### config.mk
export PLATFORM = sky130hd
export DESIGN_NAME = servo_pwm_bank
export DESIGN_NICKNAME = d
export VERILOG_FILES = /design/src/rtl/servo_pwm_pkg.sv /design/src/rtl/spi_slave_sync.sv /design/src/rtl/servo_pwm_bank.sv
export SDC_FILE = /design/constraint.sdc
export NUM_CORES = 1
export LEC_CHECK = 0
export ABC_AREA = 1
export CELL_PAD_IN_SITES_DETAIL_PLACEMENT = 0
export CELL_PAD_IN_SITES_GLOBAL_PLACEMENT = 2
export CORE_ASPECT_RATIO = 0.5
export CORE_MARGIN = 8
export CORE_UTILIZATION = 42
export CTS_CLUSTER_SIZE = 28
export DETAILED_ROUTE_END_ITERATION = 16
export PLACE_DENSITY_LB_ADDON = 0.1
export SLEW_MARGIN = 20
export SYNTH_ARGS = -nofsm -noshare
export SYNTH_HDL_FRONTEND = slang
export SYNTH_HIERARCHICAL = 1
export SYNTH_SLANG_ARGS = --single-unit
export TNS_END_PERCENT = 100
### constraint.sdc
create_clock -name clk -period 5.5 [get_ports clk]
set_input_delay 0.825 -clock clk [delete_from_list [all_inputs] [get_ports clk]]
set_output_delay 0.825 -clock clk [all_outputs]
set_load 0.1 [all_outputs]
### src/rtl/servo_pwm_pkg.sv
// servo_pwm_pkg: shared SPI state encoding and register map constants for the servo PWM bank
package servo_pwm_pkg;
  typedef enum logic [1:0] {IDLE, CMD, DATA} spi_state_t;
  localparam int CMD_WRITE_BIT = 7;
  localparam logic [6:0] CTRL_ADDR = 7'h7F;
  localparam int CTRL_EN_BIT = 0;
endpackage

### src/rtl/spi_slave_sync.sv
// spi_slave_sync: mode-0 SPI slave oversampled in clk, emits command/byte strobes and shifts read data out
module spi_slave_sync
  import servo_pwm_pkg::*;
(
  input  logic       clk,
  input  logic       rst_n,
  input  logic       cs,
  input  logic       sck,
  input  logic       mosi,
  output logic       miso,
  output logic       cmd_valid,
  output logic       is_write,
  output logic [6:0] addr,
  output logic       wr_valid,
  output logic [7:0] wr_data,
  output logic       rd_req,
  input  logic [7:0] rd_data
);
  logic [2:0] cs_s, sck_s;
  logic [1:0] mosi_s;
  logic rise, fall, cs_hi, done, wr_mode;
  logic [2:0] bit_cnt;
  logic [6:0] sh_in;
  logic [7:0] sh_out, rx_byte;
  spi_state_t state, state_n;
  assign cs_hi = cs_s[2];
  assign rx_byte = {sh_in, mosi_s[1]};
  assign done = rise && bit_cnt == 3'd7 && !cs_hi;
  assign cmd_valid = done && state == CMD;
  assign is_write = rx_byte[CMD_WRITE_BIT];
  assign addr = rx_byte[6:0];
  assign wr_valid = done && state == DATA;
  assign wr_data = rx_byte;
  assign rd_req = fall && bit_cnt == 3'd0 && state == DATA && !cs_hi;
  always_ff @(posedge clk or negedge rst_n)
    if (!rst_n) begin
      cs_s <= 3'b111;
      sck_s <= '0;
      mosi_s <= '0;
      rise <= 1'b0;
      fall <= 1'b0;
    end else begin
      cs_s <= {cs_s[1:0], cs};
      sck_s <= {sck_s[1:0], sck};
      mosi_s <= {mosi_s[0], mosi};
      rise <= sck_s[1] & ~sck_s[2];
      fall <= ~sck_s[1] & sck_s[2];
    end
  always_ff @(posedge clk or negedge rst_n)
    if (!rst_n) state <= IDLE;
    else state <= state_n;
  always_comb
    state_n = cs_hi ? IDLE : (state == IDLE) ? CMD : cmd_valid ? DATA : state;
  // A partial byte dies with cs: the bit counter restarts and nothing is strobed.
  always_ff @(posedge clk or negedge rst_n)
    if (!rst_n) begin
      bit_cnt <= '0;
      sh_in <= '0;
      sh_out <= '0;
      miso <= 1'b0;
      wr_mode <= 1'b0;
    end else begin
      if (cs_hi || state == IDLE) bit_cnt <= '0;
      else if (rise) begin
        bit_cnt <= bit_cnt + 3'd1;
        sh_in <= rx_byte[6:0];
      end
      if (cmd_valid) wr_mode <= is_write;
      if (cs_hi) begin
        sh_out <= '0;
        miso <= 1'b0;
      end else if (rd_req && !wr_mode) begin
        sh_out <= rd_data;
        miso <= rd_data[7];
      end else if (fall && state == DATA && !wr_mode) begin
        sh_out <= {sh_out[6:0], 1'b0};
        miso <= sh_out[6];
      end
    end
endmodule

### src/rtl/servo_pwm_bank.sv
// servo_pwm_bank: N-channel servo PWM with SPI register bank and frame-synchronous duty commit
module servo_pwm_bank
  import servo_pwm_pkg::*;
#(
  parameter int N_CH = 8,
  parameter int TICK_DIV = 50,
  parameter int FRAME_TICKS = 20000,
  parameter int MIN_TICKS = 1000,
  parameter int STEP_TICKS = 4,
  parameter logic [7:0] RESET_DUTY = 8'd128
) (
  input  logic            clk,
  input  logic            rst_n,
  input  logic            cs,
  input  logic            sck,
  input  logic            mosi,
  output logic            miso,
  output logic [N_CH-1:0] pwmOut
);
  localparam int PW = TICK_DIV > 1 ? $clog2(TICK_DIV) : 1;
  localparam int FW = FRAME_TICKS > 1 ? $clog2(FRAME_TICKS) : 1;
  if (MIN_TICKS + 255 * STEP_TICKS >= FRAME_TICKS) begin : g_bad_timing
    $error("servo_pwm_bank: MIN_TICKS + 255*STEP_TICKS must be below FRAME_TICKS");
  end
  if (N_CH < 1 || N_CH > 127) begin : g_bad_nch
    $error("servo_pwm_bank: N_CH must be 1..127");
  end
  logic [PW-1:0] pre;
  logic [FW-1:0] frame_cnt;
  logic tick, commit, ctrl_en, active_en, wr_mode;
  logic [7:0] shadow [N_CH];
  logic [7:0] active [N_CH];
  logic [6:0] ptr, addr;
  logic cmd_valid, is_write, wr_valid, rd_req;
  logic [7:0] wr_data, rd_data;
  spi_slave_sync u_spi (
    .clk(clk), .rst_n(rst_n), .cs(cs), .sck(sck), .mosi(mosi), .miso(miso),
    .cmd_valid(cmd_valid), .is_write(is_write), .addr(addr),
    .wr_valid(wr_valid), .wr_data(wr_data), .rd_req(rd_req), .rd_data(rd_data)
  );
  assign tick = pre == PW'(TICK_DIV - 1);
  assign commit = tick && frame_cnt == FW'(FRAME_TICKS - 1);
  always_ff @(posedge clk or negedge rst_n)
    if (!rst_n) begin
      pre <= '0;
      frame_cnt <= '0;
    end else begin
      pre <= tick ? '0 : pre + 1'b1;
      if (tick) frame_cnt <= commit ? '0 : frame_cnt + 1'b1;
    end
  // Commit samples the pre-write shadow, so a byte landing in the commit cycle waits a frame.
  always_ff @(posedge clk or negedge rst_n)
    if (!rst_n) begin
      ptr <= '0;
      wr_mode <= 1'b0;
      ctrl_en <= 1'b0;
      active_en <= 1'b0;
      for (int i = 0; i < N_CH; i++) begin
        shadow[i] <= RESET_DUTY;
        active[i] <= RESET_DUTY;
      end
    end else begin
      if (cmd_valid) begin
        ptr <= addr;
        wr_mode <= is_write;
      end else if ((wr_valid && wr_mode) || (rd_req && !wr_mode)) ptr <= ptr + 7'd1;
      if (wr_valid && wr_mode && ptr == CTRL_ADDR) ctrl_en <= wr_data[CTRL_EN_BIT];
      for (int i = 0; i < N_CH; i++) begin
        if (wr_valid && wr_mode && ptr == 7'(i)) shadow[i] <= wr_data;
        if (commit) active[i] <= shadow[i];
      end
      if (commit) active_en <= ctrl_en;
    end
  always_comb begin
    rd_data = ptr == CTRL_ADDR ? 8'(ctrl_en) : 8'h00;
    for (int i = 0; i < N_CH; i++)
      if (ptr == 7'(i)) rd_data = shadow[i];
  end
  always_ff @(posedge clk or negedge rst_n)
    if (!rst_n) pwmOut <= '0;
    else
      for (int i = 0; i < N_CH; i++)
        pwmOut[i] <= active_en &&
          (32'(frame_cnt) < 32'(MIN_TICKS) + 32'(active[i]) * 32'(STEP_TICKS));
endmodule

==> results of run 1 <==
## final cells by class
| cell class | count | area (um2) | area share [%] |
|---|---|---|---|
| Inverter | 133 | 500 | 4.20 |
| Tap cell | 344 | 430 | 3.61 |
| Clock buffer | 19 | 453 | 3.80 |
| Multi-Input combinational cell | 936 | 5200 | 43.7 |
| Sequential cell | 198 | 4980 | 41.8 |
| Clock inverter | 13 | 165 | 1.39 |
| Timing Repair Buffer | 20 | 186 | 1.56 |
## worst register-to-register path: stages, from the launching register on
cell                      delay [ps]
sky130_fd_sc_hd__dfrtp_1         400
sky130_fd_sc_hd__inv_1            70
sky130_fd_sc_hd__ha_1            140
sky130_fd_sc_hd__nand2_1          70
sky130_fd_sc_hd__nor2_2          370
sky130_fd_sc_hd__nand4_2         230
sky130_fd_sc_hd__inv_2           110
sky130_fd_sc_hd__nand2_2          50
sky130_fd_sc_hd__buf_4           300
sky130_fd_sc_hd__inv_2           630
sky130_fd_sc_hd__nor2_1          110
sky130_fd_sc_hd__nor2_1          120
## flip-flops by register name, summed over array words and instances, names as in the netlist
name / flops
shadow: 64
u_spi/wr_mode: 1
ctrl_en: 1
active_en: 1
u_spi/miso: 1
frame_cnt: 15
wr_mode: 1
u_spi/sck_s: 3
pre: 6
u_spi/state: 2
u_spi/mosi_s: 2
u_spi/sh_out: 7
u_spi/fall: 1
pwmOut: 8
u_spi/bit_cnt: 3
u_spi/rise: 1
u_spi/sh_in: 7
ptr: 7
active: 64
u_spi/cs_s: 3
## per-layer routing
layer	up-vias	GRT usage, %
met5	-	0
li1	4264	-
met4	0	4.15
met2	207	25.2
met1	3991	29.7
met3	21	3.98
## power groups by stage
| stage | combinational [mW] | sequential (mW) | clock (mW) |
|---|---|---|---|
| detailed placement | 0.104 | 1.52 | 0 |
| global route | 0.112 | 1.49 | 1.44 |
| global placement | 0.103 | 1.52 | 0 |
| finish | 0.0990 | 1.49 | 1.36 |
| CTS | 0.104 | 1.49 | 1.39 |
| floorplan | 0.0534 | 1.51 | 0 |
## placed cells by master (no fill, tap or decap), types with 6 or more instances in the layout
master / n
sky130_fd_sc_hd__a21oi_1: 97
sky130_fd_sc_hd__xnor2_1: 22
sky130_fd_sc_hd__clkdlybuf4s50_1: 12
sky130_fd_sc_hd__xor2_1: 25
sky130_fd_sc_hd__o211ai_1: 7
sky130_fd_sc_hd__clkbuf_16: 17
sky130_fd_sc_hd__buf_4: 7
sky130_fd_sc_hd__o21ai_0: 104
sky130_fd_sc_hd__nor2_1: 167
sky130_fd_sc_hd__dfstp_2: 19
sky130_fd_sc_hd__nand4_1: 11
sky130_fd_sc_hd__o21bai_1: 9
sky130_fd_sc_hd__nand3b_1: 6
sky130_fd_sc_hd__nor3_1: 14
sky130_fd_sc_hd__nor4_1: 8
sky130_fd_sc_hd__ha_1: 82
sky130_fd_sc_hd__nand3_1: 43
sky130_fd_sc_hd__inv_1: 124
sky130_fd_sc_hd__nand2_1: 285
sky130_fd_sc_hd__dfrtp_1: 179
sky130_fd_sc_hd__inv_2: 6
## worst max path at each step
stage                     startpoint      endpoint  slack (ps)  cells past startpoint
finish                     pwmOut[1]     pwmOut[1]        2740                      1
CTS                       u_spi/miso          miso        2710                      1
global placement              pre[1]  frame_cnt[5]        2940                     10
floorplan           u_spi/bit_cnt[0]        ptr[6]        3580                     10
detailed placement            pre[1]    active[58]        2880                     11
global route                  pre[1]     active[5]        2570                     11
## cell families after synthesis
logic type      Yosys count  share of synthesized area [%]
simple gates            578                           23.5
xor+xnor                 47                           3.77
compound gates          229                           11.0
fa+ha+maj                82                           9.41
flops                   198                           45.6
buf+inv                 174                           6.68
## metrics by stage
step                      utilization (%)  cells
after floorplan                         -   1308
after global placement               44.6   1631
after detailed placement             44.6   1631
after CTS                            47.0   1663
after global routing                 47.0   1663
final                                47.0   1663
==> results.txt, run 1 <==
* Die Wd: 244 um
- Category of the worst setup path launch point: flop
- For this run, the leading register cell type out of synthesis is sky130_fd_sc_hd__dfrtp_1.
- Worst slack at placement: 2880 ps
- Worst R2R Path Depth: 11
- Setup repair after global routing left no endpoint under its margin.
- Buffers placed on the I/O ports in this run total 13.
* Int Pwr: 2.23 mW
- Hold EP: u_spi/sck_s[1]
- Total Die Area: 0.0317 mm2
- Post-route cell area: 0.0119 mm2
* Final antenna-violating net count: 0
* Final setup fails: 0
- Largest area contributor in the netlist: sky130_fd_sc_hd__dfrtp_1
- Of the cells placed in the final design, the portion with a size suffix greater than 1 is 7.58%.
- Syn avg cell area: 8.34 um2
- Post-cts resize count: 0
* Area of the placeable core: 0.0253 mm2
- Sum of met2 wire segment lengths after detailed routing: 11000 um
- Most common cell in the synthesized netlist: sky130_fd_sc_hd__nand2_1
* Fraction of synthesized cell area taken by the top area cell type: 41.1%
- IR analysis of the VDD net gives a maximum drop of 0.214 mV.
* Final estimated routing congestion in global placement: 0.821
- Net count, final: 1393
- First-pass GRT wire length: 46000 um
- Count of pins over their slew limit: 0
- Counting flops with a built-in enable in the synthesized netlist gives 0.
- Cell breakdown of the critical path: clkdlybuf4s50_1
* Headroom to the max-slew limit: 34.5%
- TritonCTS built the clock tree.
- Cell area after synthesis: 0.0109 mm2
* Number of filler instances in the final layout: 2485
* Total clock buffers created by CTS: 17
* Arrival time of data at the critical path endpoint: 1930 ps
- On the worst path, the slowest cell contributes a delay of 1140 ps.
- Switching share of power: 24.2%
- Post-Synthesis Cells: 1308
- Together, buffers and inverters on the worst path number 1.
- Maximum fanout along the worst path: 1
- Total track usage: 18.7%
* Family of cells with the greatest summed delay on the critical path: buffers and inverters
* Number of warning messages in the yosys log: 6
* Power per cell area: 247 mW/mm2
- P_leak: 6.11 nW
- By count the netlist is led by sky130_fd_sc_hd__nand2_1, sky130_fd_sc_hd__dfrtp_1, sky130_fd_sc_hd__nor2_1, sky130_fd_sc_hd__inv_1, sky130_fd_sc_hd__o21ai_0.
* Post-route worst hold slack: 356 ps
- Pin count of the biggest net entering global routing: 112
- The worst setup path is captured at an output port.
* Count of unresolved DRC violations after routing: 0
- Post-detailed-routing wire length: 28700 um
- Of the total power, combinational logic draws 3.4%.
- Slowest cell on crit path: sky130_fd_sc_hd__clkdlybuf4s50_1
- The endpoint identified for the worst register-to-register timing path is active[43].
- CTS Root Cell: sky130_fd_sc_hd__clkbuf_16
- The setup check on the worst reg-to-reg path leaves a slack of 2840 ps.
* Initial antenna violation count: 0
- The longest clock path from root to sink contains 2 buffers.
- The worst setup path is of the flop to output port kind.
* Total overflow reported by the global router: 0
- The routed design uses 1660 um of met3 wire.
- Cell count of the worst hold path: 0
* Top Layer Used: met4
- Wire length on met1: 15700 um
- Length of the first detailed-routing pass in iterations: 7
- In this run the number of H-tree levels came out at 4.
* Floorplan row count: 41
* Initial Utilization: 43.0%
- Number of vias in the routed layout: 8483
- The share of total power dissipated in sequential elements is 50.6%.
* Final worst setup slack: 2740 ps
* Hold path startpoint: u_spi/sck_s[0]
- Buffers added to address setup during post-CTS repair amount to 0.
- The area growth from synthesis to layout is 9.23%.
* Fin crit period: 2760 ps
- Via density per instance: 5.10
* Via count of the first global-routing pass: 7922
- Of the available clock period, the critical path in the final layout requires 50.1%.
* Post-Synthesis Net Count: 1395
- Derived from the worst setup path, the maximum achievable clock frequency is 363 MHz.
* Max_cap viols: 0
- After synthesis, the cell types taking the most area are sky130_fd_sc_hd__dfrtp_1, sky130_fd_sc_hd__nand2_1, sky130_fd_sc_hd__ha_1, sky130_fd_sc_hd__nor2_1, sky130_fd_sc_hd__o21ai_0.
- HPWL Detailed: 20500 um
* Antenna fix cells: 0
- Final Power: 2.95 mW
* Skew-Pair Late Insertion Delay: 450 ps
- DRT iter0 DRCs: 672
* Final hold violation count: 0
- Counting flops and latches in the post-synthesis netlist gives 198.
* I/O Pins: 14
- Count of hold-fix buffers inserted at cts: 0
- The die is 130 um tall.
- CP required: 4680 ps
- Across the routed clock network, the largest skew measured is 11.6 ps.
- Unique masters post-synth: 46
- Portion of total power attributed to the clock network: 46.1%
- Switching power total: 715 uW
* Clock slew at the register clock pins of the worst setup and hold paths: 80 ps
- After synthesis, the share of flip-flops with an asynchronous set or reset is 100%.
* Cell area after placement: 0.0113 mm2
* Num Clock Sinks: 198
* Path category of the worst min-delay check: flop to flop
- Result of the run: complete, no violations
* Actual slew at the worst max-slew pin: 980 ps
- Summed over all failing endpoints, the final setup total negative slack is 0 ps.
- Sequential cells were found to cover 45.6% of the synthesized design area.
- Dividing the detail-routed wire length by the instance count gives 17.2 um.
* RR Startpoint: pre[1]
No activity file was read; power rests on OpenSTA's default activity.
==> run 2: changes to the inputs <==
- CORE_UTILIZATION: 42 -> 35
- clock period: 5.5 -> 2.5 ns (I/O delays scaled with it)
==> run 2 against run 1 <==
Non-clock buffer count increased by 26; critical path depth is 8 higher; global-route usage fell by 1.7 points; via count increased by 0.65%; utilization fell by 6.8 points; die area is 18% higher; wire length grew 7.5%; sequential power is 120% higher; first-iteration DRC count rose by 10%; worst hold slack got worse by 32 ps; clock power increased by 130%; sequential share of layout area is 1.2 points lower; critical path type is now flop to flop.
==> results.txt, run 2 (synthesis gave the netlist of run 1 again) <==
- Total track usage: 17.0% (was 18.7%)
* Fmax achieved: 470 MHz
- The number of maximum-capacitance violations is 0 (unchanged).
* End point of the critical path: u_spi/sh_out[3] (was pwmOut[1])
* Die Wd: 266 um (was 244 um)
- Final antenna-violating net count: 0 (unchanged)
* Headroom to the max-slew limit: 59.3% (was 34.5%)
- The quantity of I/O buffers inserted on ports is 13 (unchanged).
* Antenna fix cells: 0 (unchanged)
* Hold path startpoint: cs (was u_spi/sck_s[0])
- The met3 capacity usage during global routing came to 3.21% (was 3.98%).
* Longest individual stage delay on the worst path: 550 ps (was 1140 ps)
- Count of buffer and inverter cells on the critical path: 2 (was 1)
- Pin count of the biggest net entering global routing: 64 (was 112)
- The worst reg2reg path endpoint is u_spi/sh_out[3] (was active[43]).
- DRT iter0 DRCs: 739 (was 672)
* Count of pins over their slew limit: 0 (unchanged)
- Num Clock Sinks: 198 (unchanged)
- The height of the chip is 141 um (was 130 um).
- The final number of hold-violating endpoints came to 0 (unchanged).
- Met2 usage: 23.2% (was 25.2%)
- The launch point of the worst reg-to-reg path was ptr[0] (was pre[1]).
- Post-detailed-routing wire length: 30800 um (was 28700 um)
- Setup Total Neg Slack: 0 ps (unchanged)
* Cell breakdown of the critical path: ha_1, inv_1, nor3_4, inv_1, nor2_1, a21oi_1, nand3b_1, nand2_1, nand2_1 (was clkdlybuf4s50_1)
- Area growth from synthesis to final layout: 12.5% (was 9.23%)
- Most common cell after layout, fill and taps aside: sky130_fd_sc_hd__nand2_1 (unchanged)
- Count of hold-fix buffers inserted at cts: 1 (was 0)
- The number of remaining DRC errors came to 0 (unchanged).
- The clock input transition at the sequential cells of the worst setup and hold paths is 70 ps (was 80 ps).
* Ratio of cells with drive above 1 in the final layout: 9.89% (was 7.58%)
* Area of the placeable core: 0.0305 mm2 (was 0.0253 mm2)
* Via count of the first global-routing pass: 8327 (was 7922)
* Actual slew at the worst max-slew pin: 608 ps (was 980 ps)
- Number of vias in the routed layout: 8538 (was 8483)
- The number of buffers created by CTS is 17 (unchanged).
- Final Power: 6.60 mW (was 2.95 mW)
- Clock H-tree levels: 4 (unchanged)
* Total stage count of the critical path: 9 (was 1)
- The number of rows in the core area is 45 (was 41).
- The family with the most delay on the worst path is simple AND/OR/NAND/NOR gates (was buffers and inverters).
- The class of the worst hold path is primary input to flop (was flop to flop).
- Number of setup buffers added after CTS: 0 (unchanged)
* Worst vdd rail ir drop: 0.513 mV (was 0.214 mV)
- The static leakage was 6.27 nW (was 6.11 nW).
* Total Die Area: 0.0374 mm2 (was 0.0317 mm2)
- Maximum count of clock buffers along a single path: 2 (unchanged)
- Crit end category: flop (was output port)
- The setup slack on the worst flop-to-flop path came to 370 ps (was 2840 ps).
* Power per cell area: 538 mW/mm2 (was 247 mW/mm2)
- CP required: 2850 ps (was 4680 ps)
* Via density per instance: 4.83 (was 5.10)
* Worst setup skew after layout: 12.5 ps (was 11.6 ps)
* Result of the run: complete, no violations (unchanged)
- Category of the worst setup path launch point: flop (unchanged)
* Initial antenna violation count: 2 (was 0)
- Total overflow reported by the global router: 0 (unchanged)
- Final setup fails: 0 (unchanged)
- CP Launch Point: ptr[0] (was pwmOut[1])
- Net count, final: 1419 (was 1393)
* Type of the worst setup path: flop to flop (was flop to output port)
* Cell count of the worst hold path: 1 (was 0)
- The routed length per placed instance came to 17.4 um (was 17.2 um).
- The routability congestion estimate is 0.810 (was 0.821).
- In the finished design, the share of the clock period the worst path needs comes to 85.2%.
* Commonest cells after routing, fill and taps aside: sky130_fd_sc_hd__nand2_1, sky130_fd_sc_hd__dfrtp_1, sky130_fd_sc_hd__nor2_1, sky130_fd_sc_hd__inv_1, sky130_fd_sc_hd__o21ai_0 (unchanged)
* GRT met1 Usage: 26.6% (was 29.7%)
* Initial Utilization: 35.7% (was 43.0%)
- Length of the first detailed-routing pass in iterations: 6 (was 7)
* Most used routing layer in global routing: met1 (unchanged)
- The boundary pin count was 14 (unchanged).
* Skew-Pair Late Insertion Delay: 460 ps (was 450 ps)
- TritonCTS clock tree: yes (unchanged)
- First-pass GRT wire length: 48800 um (was 46000 um)
- CTS Root Cell: sky130_fd_sc_hd__clkbuf_16 (unchanged)
- After layout, the minimum clock period comes to 2130 ps.
* Largest registers: active (64), shadow (64), frame_cnt (15) (unchanged)
- Post-cts resize count: 0 (unchanged)
- Unrepaired setup endpoints after global routing: false (unchanged).
* Arrival time of data at the critical path endpoint: 2480 ps (was 1930 ps)
- The depth of the worst register-to-register path is 9 (was 11).
- Maximum fanout along the worst path: 14 (was 1)
* Slowest cell on crit path: sky130_fd_sc_hd__nor3_4 (was sky130_fd_sc_hd__clkdlybuf4s50_1)
* HPWL Detailed: 22700 um (was 20500 um)
run 2: worst min path at each step:
stage / to / slack, ps
final: u_spi/cs_s[0] / 320
after CTS: u_spi/cs_s[0] / 300
after floorplan: active[0] / 80
after global placement: u_spi/mosi_s[1] / 340
after global routing: u_spi/cs_s[0] / 300
after detailed placement: u_spi/sck_s[1] / 340
run 2: cell type report:
cell class	instances	area, um2
fillers	3144	18200
repair buffers	46	424
clock buffers	19	443
well taps	423	529
clock inverters	13	196
flip-flops and latches	198	4980
multi-input cells	936	5200
inverters	133	500
run 2: power breakdown:
group / switching (mW) / total [mW] / internal, mW / leakage, nW
registers: 0.0387 / 3.28 / 3.24 / 2.66
clock network: 1.35 / 3.07 / 1.72 / 0.298
logic: 0.210 / 0.250 / 0.0404 / 3.31
run 2: stage by stage:
| stage | hold slack (ps) | utilization, % | instances | setup slack (ps) | instance area, um2 |
|---|---|---|---|---|---|
| after floorplan | 79.4 | - | 1308 | 578 | 10900 |
| after global placement | 342 | 38.1 | 1735 | 356 | 11600 |
| after detailed placement | 336 | 38.1 | 1735 | 370 | 11600 |
| after CTS | 300 | 40.2 | 1768 | 356 | 12300 |
| after global routing | 298 | 40.2 | 1768 | 108 | 12300 |
| final | 325 | 40.2 | 1768 | 371 | 12300 |
run 2: per-layer routing:
layer	wire length (um)	up-vias
met5	0	-
met1	17000	4074
met3	1280	29
met4	512	0
li1	-	4308
met2	12100	127
run 2: worst reg2reg max path, stage by stage, from the launching register on:
cell and delay [ps]:
sky130_fd_sc_hd__dfrtp_1 410, sky130_fd_sc_hd__ha_1 240, sky130_fd_sc_hd__inv_1 120, sky130_fd_sc_hd__nor3_4 550, sky130_fd_sc_hd__inv_1 160, sky130_fd_sc_hd__nor2_1 200, sky130_fd_sc_hd__a21oi_1 70, sky130_fd_sc_hd__nand3b_1 160
sky130_fd_sc_hd__nand2_1 70, sky130_fd_sc_hd__nand2_1 40
==> run 3: changes to the inputs <==
- GPL_ROUTABILITY_DRIVEN: unset -> 0
- HOLD_SLACK_MARGIN: unset -> 0.12
==> results of run 3 <==
Same layout as run 2: the final DEF is identical, and so are final timing and power.
